$ cat config.mk
export PLATFORM = sky130hd
export DESIGN_NAME = eu_sequencer
export DESIGN_NICKNAME = d
export VERILOG_FILES = /design/src/rtl/eu_pkg.sv /design/src/rtl/eu_wait_counter.sv /design/src/rtl/eu_sequencer.sv
export SDC_FILE = /design/constraint.sdc
export NUM_CORES = 1
export LEC_CHECK = 0
export ABC_AREA = 0
export CAP_MARGIN = 20
export CORE_MARGIN = 3
export CORE_UTILIZATION = 45
export CTS_BUF_LIST = sky130_fd_sc_hd__clkbuf_8 sky130_fd_sc_hd__clkbuf_16
export CTS_CLUSTER_DIAMETER = 150
export DETAILED_ROUTE_END_ITERATION = 8
export GPL_TIMING_DRIVEN = 0
export PLACE_DENSITY = 0.8
export SLEW_MARGIN = 25
export SYNTH_ARGS = -nofsm -noshare
export SYNTH_HDL_FRONTEND = slang
export SYNTH_SLANG_ARGS = --single-unit
$ cat constraint.sdc
create_clock -name clk -period 2.2 [get_ports clk]
set_clock_uncertainty 0.15 [all_clocks]
set_input_delay 0.33 -clock clk [delete_from_list [all_inputs] [get_ports clk]]
set_output_delay 0.33 -clock clk [all_outputs]
set_load 0.03 [all_outputs]
$ cat src/rtl/eu_pkg.sv
// Shared types and constants for the execution-unit sequencer.
package eu_pkg;

    localparam int DATA_W    = 8;
    localparam int ADDR_W    = 5;
    localparam int OP_W      = 4;
    localparam int FLAG_W    = 4;
    localparam int MEM_DEPTH = 32;

    typedef enum logic [2:0] {
        IDLE,
        RD_A,
        RD_B,
        EXEC,
        WR,
        DONE
    } eu_state_t;

endpackage

$ cat src/rtl/eu_wait_counter.sv
// Loadable down-counter; tc is high while the count sits at zero.
module eu_wait_counter #(
    parameter int CNT_W = 3
) (
    input  logic             clk,
    input  logic             rst,
    input  logic             load,
    input  logic [CNT_W-1:0] load_val,
    output logic             tc
);

    logic [CNT_W-1:0] cnt;

    always_ff @(posedge clk) begin
        if (rst) begin
            cnt <= '0;
        end else if (load) begin
            cnt <= load_val;
        end else if (cnt != '0) begin
            cnt <= cnt - 1'b1;
        end
    end

    assign tc = (cnt == '0);

endmodule

$ cat src/rtl/eu_sequencer.sv
// Multi-cycle controller: read A, read B, execute, write back over one
// shared single-port memory so only one access occupies the port per cycle.
module eu_sequencer #(
    parameter int DATA_W = 8,
    parameter int ADDR_W = 5,
    parameter int OP_W   = 4,
    parameter int FLAG_W = 4,
    parameter int RD_LAT = 1
) (
    input  logic              clk,
    input  logic              rst,
    input  logic              start,
    input  logic [OP_W-1:0]   opcode,
    input  logic [ADDR_W-1:0] addr1,
    input  logic [ADDR_W-1:0] addr2,
    input  logic [ADDR_W-1:0] addr3,
    output logic              busy,
    output logic              done,
    output logic [DATA_W-1:0] result,
    output logic [FLAG_W-1:0] flag,
    output logic [ADDR_W-1:0] mem_addr,
    output logic              mem_rw,
    output logic [DATA_W-1:0] mem_din,
    input  logic [DATA_W-1:0] mem_dout,
    output logic [OP_W-1:0]   alu_opcode,
    output logic [DATA_W-1:0] alu_a,
    output logic [DATA_W-1:0] alu_b,
    input  logic [DATA_W-1:0] alu_out,
    input  logic [FLAG_W-1:0] alu_flag
);
    import eu_pkg::*;

    // Counter loaded with RD_LAT gives RD_LAT+1 cycles of stable address.
    localparam logic [2:0] WAIT_INIT = 3'(RD_LAT);

    eu_state_t         state;
    logic [ADDR_W-1:0] addr1_q;
    logic [ADDR_W-1:0] addr2_q;
    logic [ADDR_W-1:0] addr3_q;
    logic              mem_rw_q;
    logic              wait_load;
    logic              wait_tc;
    logic              same_src;

    assign same_src  = (addr1_q == addr2_q);
    assign wait_load = ((state == IDLE) && start) ||
                       ((state == RD_A) && wait_tc && !same_src);

    eu_wait_counter #(.CNT_W(3)) u_wait (
        .clk      (clk),
        .rst      (rst),
        .load     (wait_load),
        .load_val (WAIT_INIT),
        .tc       (wait_tc)
    );

    // Write enable is cut the moment reset rises, even mid-WR.
    assign mem_rw  = mem_rw_q & ~rst;
    assign mem_din = result;

    always_ff @(posedge clk) begin
        if (rst) begin
            state      <= IDLE;
            busy       <= 1'b0;
            done       <= 1'b0;
            mem_rw_q   <= 1'b0;
            mem_addr   <= '0;
            result     <= '0;
            flag       <= '0;
            alu_a      <= '0;
            alu_b      <= '0;
            alu_opcode <= '0;
            addr1_q    <= '0;
            addr2_q    <= '0;
            addr3_q    <= '0;
        end else begin
            done <= 1'b0;
            case (state)
                IDLE: begin
                    if (start) begin
                        state      <= RD_A;
                        busy       <= 1'b1;
                        alu_opcode <= opcode;
                        addr1_q    <= addr1;
                        addr2_q    <= addr2;
                        addr3_q    <= addr3;
                        mem_addr   <= addr1;
                    end
                end
                RD_A: begin
                    if (wait_tc) begin
                        alu_a <= mem_dout;
                        if (same_src) begin
                            alu_b    <= mem_dout;
                            state    <= EXEC;
                            mem_addr <= '0;
                        end else begin
                            state    <= RD_B;
                            mem_addr <= addr2_q;
                        end
                    end
                end
                RD_B: begin
                    if (wait_tc) begin
                        alu_b    <= mem_dout;
                        state    <= EXEC;
                        mem_addr <= '0;
                    end
                end
                EXEC: begin
                    result   <= alu_out;
                    flag     <= alu_flag;
                    state    <= WR;
                    mem_addr <= addr3_q;
                    mem_rw_q <= 1'b1;
                end
                WR: begin
                    state    <= DONE;
                    mem_addr <= '0;
                    mem_rw_q <= 1'b0;
                    done     <= 1'b1;
                end
                DONE: begin
                    state <= IDLE;
                    busy  <= 1'b0;
                end
                default: begin
                    state <= IDLE;
                    busy  <= 1'b0;
                end
            endcase
        end
    end

endmodule

## Word-level counts from Yosys, hierarchy flattened

Index checks and enable logic that the tools add are counted.

- Input port bits: 42
- Word-level logic and storage cells: 68
- Latch bits: 0
- Register bits: 61
- Memory bits (writable): 0
- Memories kept: 0
- Bits in read-only memories: 0
- Output and inout port bits: 48

- Divide/modulo/power cells: 0
- Reductions and logical operators: 20
- Order comparisons: 0
- Multiplexer cells: 20
- $add $sub $neg: 1
- Eq/ne operators: 9
- Multipliers: 0
- Bitwise gates (word level): 3
- Shifts and indexed selects: 0

Operators with widths:

| cell | number |
|---|---|
| $pmux W5 S5 | 1 |
| $mux W8 | 3 |
| $mux W5 | 4 |
| $pmux W8 S2 | 1 |
| $pmux W3 S5 | 1 |
| $mux W3 | 3 |
| $ne A2 B2 Y1 const B | 4 |
| $reduce_and A4 Y1 | 2 |
| $eq A3 B2 Y1 const B | 2 |
| $logic_not A3 Y1 | 2 |
| $reduce_and A2 Y1 | 3 |
| $reduce_bool A2 Y1 | 3 |
| $eq A5 B5 Y1 | 1 |
| $mux W1 | 5 |
| $reduce_bool A5 Y1 | 1 |
| $pmux W1 S2 | 2 |
| $reduce_or A4 Y1 | 1 |
| $eq A3 B1 Y1 const B | 1 |
| $eq A3 B3 Y1 const B | 1 |
| $logic_and A1 B1 Y1 | 3 |
| $reduce_and A3 Y1 | 1 |
| $reduce_bool A3 Y1 | 1 |
| $sub A3 B1 Y3 const B | 1 |
| $not A1 Y1 | 2 |
| 4 further kinds | 4 |

## Depth between registers and ports, before layout

Gate-level depths: netlist of the first run.

- Depth after elaboration: 5
- Gate-level depth with buffers: 9
- Mapped depth without buffers: 7

## Hierarchy

A second synthesis of the first run with hierarchy kept.

- Cell total of the unflattened synthesis: 338
- Area, all modules: 2813.9 um2

By module, submodules not included:

| module | cells each | area each (um2) | seq. area each (um2) | times used |
|---|---|---|---|---|
| eu_sequencer | 316 | 2607.5 | 1161.1 | 1 |
| eu_wait_counter | 22 | 206.4 | 60.1 | 1 |

## Least setup slack after synthesis of the first run

No wires, ideal clock.

- Kind: register to register
- Start: register u_wait.cnt[0]
- End: register alu_b[0]
- Path slack: 393 ps
- Stages on the path, launching flop included: 9
- Required time: 1922 ps
- Setup time: 128 ps
- Period minus slack after synthesis: 1807 ps
- Arrival: 1529 ps
- Buffers on the path: 1
- Path through: dfxtp_1 -> inv_1 -> ha_1 -> nor2b_1 -> and4_1 -> a31o_1 -> buf_6 -> mux2i_1 -> nor2_1

- Longest elaborated chain between the ends: 3
- Elaborated cells on any way between the ends: 4
- Classes of those cells: eq/ne (2); reduce/logical (2)

Ends and longest elaborated chain:

| item | RTL line | text |
|---|---|---|
| start, declared | eu_wait_counter.sv:12 | `logic [CNT_W-1:0] cnt;` |
| start signal, assigned | eu_wait_counter.sv:18 | `cnt <= load_val;` |
| start signal, assigned | eu_wait_counter.sv:20 | `cnt <= cnt - 1'b1;` |
| $logic_not A3 Y1 (*) | eu_wait_counter.sv:24 | `assign tc = (cnt == '0);` |
| $ne A2 B2 Y1 (no line) | - |  |
| $reduce_and A4 Y1 (no line) (*) | - |  |
| end signal, assigned | eu_sequencer.sv:94 | `alu_b <= mem_dout;` |
| end signal, assigned | eu_sequencer.sv:105 | `alu_b <= mem_dout;` |
| end, declared | eu_sequencer.sv:27 | `output logic [DATA_W-1:0] alu_b,` |

Every way passes the cells marked *; elsewhere a longest branch is shown, timed or not.
A chain may end at the register's enable or synchronous reset.

## Final worst setup path of the first run

- Start: register u_wait.cnt[0]
- End: register alu_b[2]

Same word-level chain as after synthesis.

==> results.cfg, run 1 <==
[synth]
synth-seq-area-share = 0.475
ys_warn_count = 0
yosys.area.top_type = dfxtp_1
synthTopCellsByArea = dfxtp_1 (47%), nand2_1 (9.9%), a21oi_1 (9.1%), mux2i_1 (6.6%), nor2_1 (3.8%)
synth_edf_count = 0
synth_cell_types = 42
async_flop_share = 0
syn_inst = 306
syn_area_per_cell_um2 = 8.40
synth_top_area_share = 0.475
ys.flop_type = dfxtp_1
synthesis.nets = 350
ys_ff_latch = 61
syn-cell-area_um2 = 2570

[cells_and_area]
stdcell_area_um2 = 3790
final_cell_mix = clkdlybuf4s50_1 (88), nand2_1 (68), dfxtp_1 (61)
num-fill-cells = 431
antennaDiodeCount = 0
syn_to_final_growth_pct = 47.5
final_common_cell = clkdlybuf4s50_1
drive_gt1_frac = 0.0995
nets = 451

[pwr]
power.density_nw_per_um2 = 1280
seqPwrFrac = 0.310
cellLeakagePower_uw = 0.00143
power_frac_clock = 0.229
switchingPower_uw = 1870
ir_drop_mv = 0.703
switching_share = 0.385
intPower_uw = 2980
p_comb_frac = 0.461

[clock_network]
path_clk_slew_ns = 0.07
numClockSinks = 61
cts_buffers = 9
htree_levels = 3
holdBufCountCts = 0
cts_tree = done
clock_latency_ns = 0.33
clk_path_buf_depth = 2
cts_root_buffer = clkbuf_8

[timing]
tightest_slew_ns = 0.522
post-route-period-util = 0.926
min_period_ns = 2.04
rsz0062_at_grt = no
tns_ns = 0
relSlewSlack = 0.649
drv_slew = 0
max_freq_mhz = 491
setup_viol = 0
hold_viol_final = 0

[global_route]
grt_first_pass_wirelength_mm = 10.5
overflow = 0
grt_usage = 0.206
grt_max_degree = 11
grt_pass1_vias = 2350
antenna_found_initial = 0

[floorplanning]
die_area_um2 = 6660
die_h_um = 81.6
initial_core_util = 0.485
io_pins = 90
coreArea_um2 = 5300
die_w_um = 81.6
num_rows = 26

[critical_path]
worstSetupPathType = reg2reg
crit_path_end_kind = flip-flop
timing.rr.end = alu_b[2]
required_ns = 2.25
r2r_start = u_wait.cnt[0]
crit_path_start_kind = flip-flop
crit_fanout = 8
arrival_ns = 2.09
reg2reg_slack_ns = 0.16
rr_worst_depth = 8

[placement]
globalplace.congestion = 0.857
place_area_um2 = 3540
dpl.hpwl_mm = 4.69
io_buffers = 88

[min_path]
whs_endpoint = mem_addr[2]
hp-class = in2reg
worstHoldStart = rst
hold_depth = 2

[route]
drcViolationCount = 0
vias_per_cell = 4.98
routed_wl_mm = 6.42
via_count = 2399
wl_per_cell_um = 13.3
drt_iter0_markers = 162
firstDrtPassIters = 4
ant_nets = 0

[outcome]
outcome = finished clean

[job]
maxCapViolations = 0
==> cells in the mapped netlist, drive strengths merged, types with 2 or more instances <==
library cell / n
buf: 17
nor4: 3
a21oi: 47
nor2: 26
or3: 5
a21boi: 2
nand2: 69
nor3: 5
inv: 4
o2bb2ai: 4
mux2i: 17
clkbuf: 11
dfxtp: 61
xor2: 4
o21ai: 9
xnor2: 2
nor2b: 3
ha: 2
==> metal layers <==
metal | GRT usage | vias up | wire [um]
met2 | 0.337 | 65 | 3080
li1 | - | 1228 | -
met4 | 0.0947 | 0 | 87
met5 | 0 | - | 0
met3 | 0.0570 | 5 | 390
met1 | 0.253 | 1101 | 2860
==> critical path, stage by stage, from the launching register on <==
cell and delay (ns):
dfxtp_1 0.31, inv_1 0.11, ha_1 0.21, nor2b_2 0.33
and4_1 0.24, a31o_1 0.12, buf_6 0.16, mux2i_1 0.21
nor2_1 0.06
==> registers in the layout (all words and copies together) (netlist names) <==
signal      cells
alu_a           8
alu_b           8
mem_din         8
addr1_q         5
addr2_q         5
addr3_q         5
mem_addr        5
alu_opcode      4
flag            4
state           3
u_wait.cnt      3
busy            1
done            1
mem_rw_q        1
==> cell families (layout without fill, tap and decap cells) <==
family,Yosys count,in the layout,share of synthesized area
AO/OA/AOI/OAI,70,70,0.158
XOR/XNOR,6,6,0.0204
adder cells (fa/ha/maj),2,2,0.00973
buffers and inverters,32,138,0.0662
flip-flops,61,61,0.475
multiplexers,17,17,0.0662
AND/OR/NAND/NOR,118,118,0.205
==> stage by stage <==
stage | instances | hold slack (ns) | setup WS [ns] | utilization | power [uW]
after detailed placement | 464 | 0.297 | -0.0540 | 0.668 | 3690
after global routing | 482 | 0.212 | 0.00898 | 0.715 | 5160
after global placement | 464 | 0.292 | -0.0602 | 0.668 | 3650
final | 482 | 0.198 | 0.162 | 0.715 | 4850
after CTS | 480 | 0.306 | 0.0373 | 0.710 | 4820
after floorplan | 306 | 0.286 | 0.393 | - | 3000
==> power by group through the flow <==
| stage | registers, uW | clock network, uW | logic, uW |
|---|---|---|---|
| after floorplan | 1800 | 0 | 1210 |
| after global placement | 1520 | 0 | 2140 |
| after global routing | 1540 | 1170 | 2460 |
| after CTS | 1500 | 1130 | 2190 |
| after detailed placement | 1520 | 0 | 2170 |
| final | 1500 | 1110 | 2230 |
==> timing repair <==
action                                  CTS  global route
buffers inserted                          0             2
resized for setup                         1             4
endpoints found under the setup margin    1            13
==> layout make-up <==
type / instances / area (um^2) / share of cell area
inverters: 4 / 15.0 / 0.00396
multi-input cells: 213 / 1190 / 0.313
clock inverters: 5 / 75.1 / 0.0198
clock buffers: 11 / 151 / 0.0399
repair buffers: 90 / 896 / 0.236
flip-flops and latches: 61 / 1220 / 0.322
well taps: 70 / 87.6 / 0.0231
plain buffers: 28 / 158 / 0.0416
==> worst max path at each step <==
stage	from	endpoint	slack, ns	cells past startpoint
floorplan	u_wait.cnt[0]	alu_b[0]	0.39	8
global placement	rst	mem_rw	-0.06	4
detailed placement	rst	mem_rw	-0.05	4
CTS	u_wait.cnt[0]	alu_b[7]	0.04	8
global route	u_wait.cnt[0]	alu_b[7]	0.009	8
finish	u_wait.cnt[0]	alu_b[2]	0.16	8
(Power assumes the default switching activity.)
==> run 2, diff against run 1 <==
--- a/config.mk
+++ b/config.mk
@@ -13,6 +13,7 @@
 export CTS_CLUSTER_DIAMETER = 150
 export DETAILED_ROUTE_END_ITERATION = 8
 export GPL_TIMING_DRIVEN = 0
+export MAX_ROUTING_LAYER = met4
 export PLACE_DENSITY = 0.8
 export SLEW_MARGIN = 25
 export SYNTH_ARGS = -nofsm -noshare
==> run 2 against run 1 <==
Against the previous run:
- sequential share of layout area unchanged
- register-to-register slack about the same
- combinational power about the same
- worst setup slack got worse by 0.0098 ns
- final cell count unchanged
==> results.cfg, run 2 (synthesized netlist as in run 1, its figures left out) <==
[outcome]
outcome = finished clean

[timing]
min_period_ns = 2.05
rsz0062_at_grt = no
tightest_slew_ns = 0.576
relSlewSlack = 0.613
post-route-period-util = 0.931
tns_ns = 0
setup_viol = 0
max_freq_mhz = 488
hold_viol_final = 0
drv_slew = 0

[critical_path]
reg2reg_slack_ns = 0.15
arrival_ns = 2.10
r2r_start = u_wait.cnt[0]
slowest_stage = nor2b_2
worstSetupPathType = reg2reg
crit_path_end_kind = flip-flop
rr_worst_depth = 8
max_stage_delay_ns = 0.34
crit_fanout = 8
timing.rr.end = alu_b[7]
crit_path_start_kind = flip-flop
required_ns = 2.25
path_cells = inv_1 > ha_1 > nor2b_2 > and4_1 > a31o_1 > buf_6 > mux2i_1 > nor2_1

[cells_and_area]
antennaDiodeCount = 0
nets = 451
syn_to_final_growth_pct = 47.5
final_common_cell = clkdlybuf4s50_1
final_cell_mix = clkdlybuf4s50_1 (88), nand2_1 (68), dfxtp_1 (61)
stdcell_area_um2 = 3790
fin_cells = 482
fin_util = 0.715
drive_gt1_frac = 0.0995

[pwr]
power_frac_clock = 0.229
intPower_uw = 2980
cellLeakagePower_uw = 0.00143
p_comb_frac = 0.461
power.density_nw_per_um2 = 1280
report.power.total_uw = 4850
switching_share = 0.385
seqPwrFrac = 0.310
ir_drop_mv = 0.704
switchingPower_uw = 1870

[floorplanning]
num_rows = 26
initial_core_util = 0.485
die_area_um2 = 6660
die_h_um = 81.6
die_w_um = 81.6
coreArea_um2 = 5300
io_pins = 90

[global_route]
grt_first_pass_wirelength_mm = 10.5
grt_pass1_vias = 2349
grt_max_degree = 11
antenna_found_initial = 0
overflow = 0
grt_usage = 0.212

[job]
maxCapViolations = 0

[route]
wl_per_cell_um = 13.3
routed_wl_mm = 6.43
ant_nets = 0
drt_iter0_markers = 143
drcViolationCount = 0
via_count = 2379
firstDrtPassIters = 4
vias_per_cell = 4.94

[min_path]
whs_endpoint = mem_addr[2]
hp-class = in2reg
worstHoldStart = rst
hold_depth = 2

[placement]
place_area_um2 = 3540
place_inst = 464
globalplace.congestion = 0.871
dpl.hpwl_mm = 4.69
io_buffers = 88

[clock_network]
cts_tree = done
clock_latency_ns = 0.33
numClockSinks = 61
htree_levels = 3
path_clk_slew_ns = 0.07
cts_root_buffer = clkbuf_8
clk_path_buf_depth = 2
cts_buffers = 9
## run 2: what timing repair did
item	4_1_cts	5_1_grt
buffers inserted	0	2
resized for setup	1	4
setup endpoints to repair	1	13
hold buffers	0	0
pin swaps	0	0
## run 2: worst max-delay path: cells and delay by family (launching register included)
family,cells,cell delay [ns]
compound gates,1,0.12
fa+ha+maj,1,0.21
buf+inv,2,0.27
flops,1,0.31
mux,1,0.21
simple gates,3,0.64
## run 2: power groups by stage
stage,combinational (uW),clock (uW),sequential [uW]
final,2240,1110,1500
after global routing,2460,1170,1540
after CTS,2190,1130,1500
after detailed placement,2170,0,1520
after global placement,2140,0,1520
after floorplan,1210,0,1800
## run 2: stage by stage
| step | setup WS [ns] | hold WS [ns] |
|---|---|---|
| 2_1_floorplan | 0.393 | 0.286 |
| 3_3_place_gp | -0.0602 | 0.292 |
| 3_5_place_dp | -0.0540 | 0.297 |
| 4_1_cts | 0.0373 | 0.306 |
| 5_1_grt | 0.00886 | 0.212 |
| 6_report | 0.152 | 0.196 |
## run 2: final cells by class
class                      instances  area, um^2
multi-input combinational        213        1190
clock inverter                     5        75.1
sequential                        61        1220
inverter                           4        15.0
tap                               70        87.6
buffer                            28         158
clock buffer                      11         151
timing repair buffer              90         896
fill                             431        1510
## run 2: worst max path at each step
stage / startpoint / end / slack, ns / depth (start not counted)
2_1_floorplan: u_wait.cnt[0] / alu_b[0] / 0.39 / 8
3_3_place_gp: rst / mem_rw / -0.06 / 4
3_5_place_dp: rst / mem_rw / -0.05 / 4
4_1_cts: u_wait.cnt[0] / alu_b[7] / 0.04 / 8
5_1_grt: u_wait.cnt[0] / alu_b[7] / 0.009 / 8
6_report: u_wait.cnt[0] / alu_b[7] / 0.15 / 8
## run 2: metal layers
metal	global-route usage	vias to the layer above	wire length, um	part of all wire
met5	-	-	0	0
met4	0.0947	0	82	0.013
met3	0.0548	5	402	0.063
met2	0.337	67	3070	0.48
li1	-	1227	-	-
met1	0.254	1080	2870	0.45
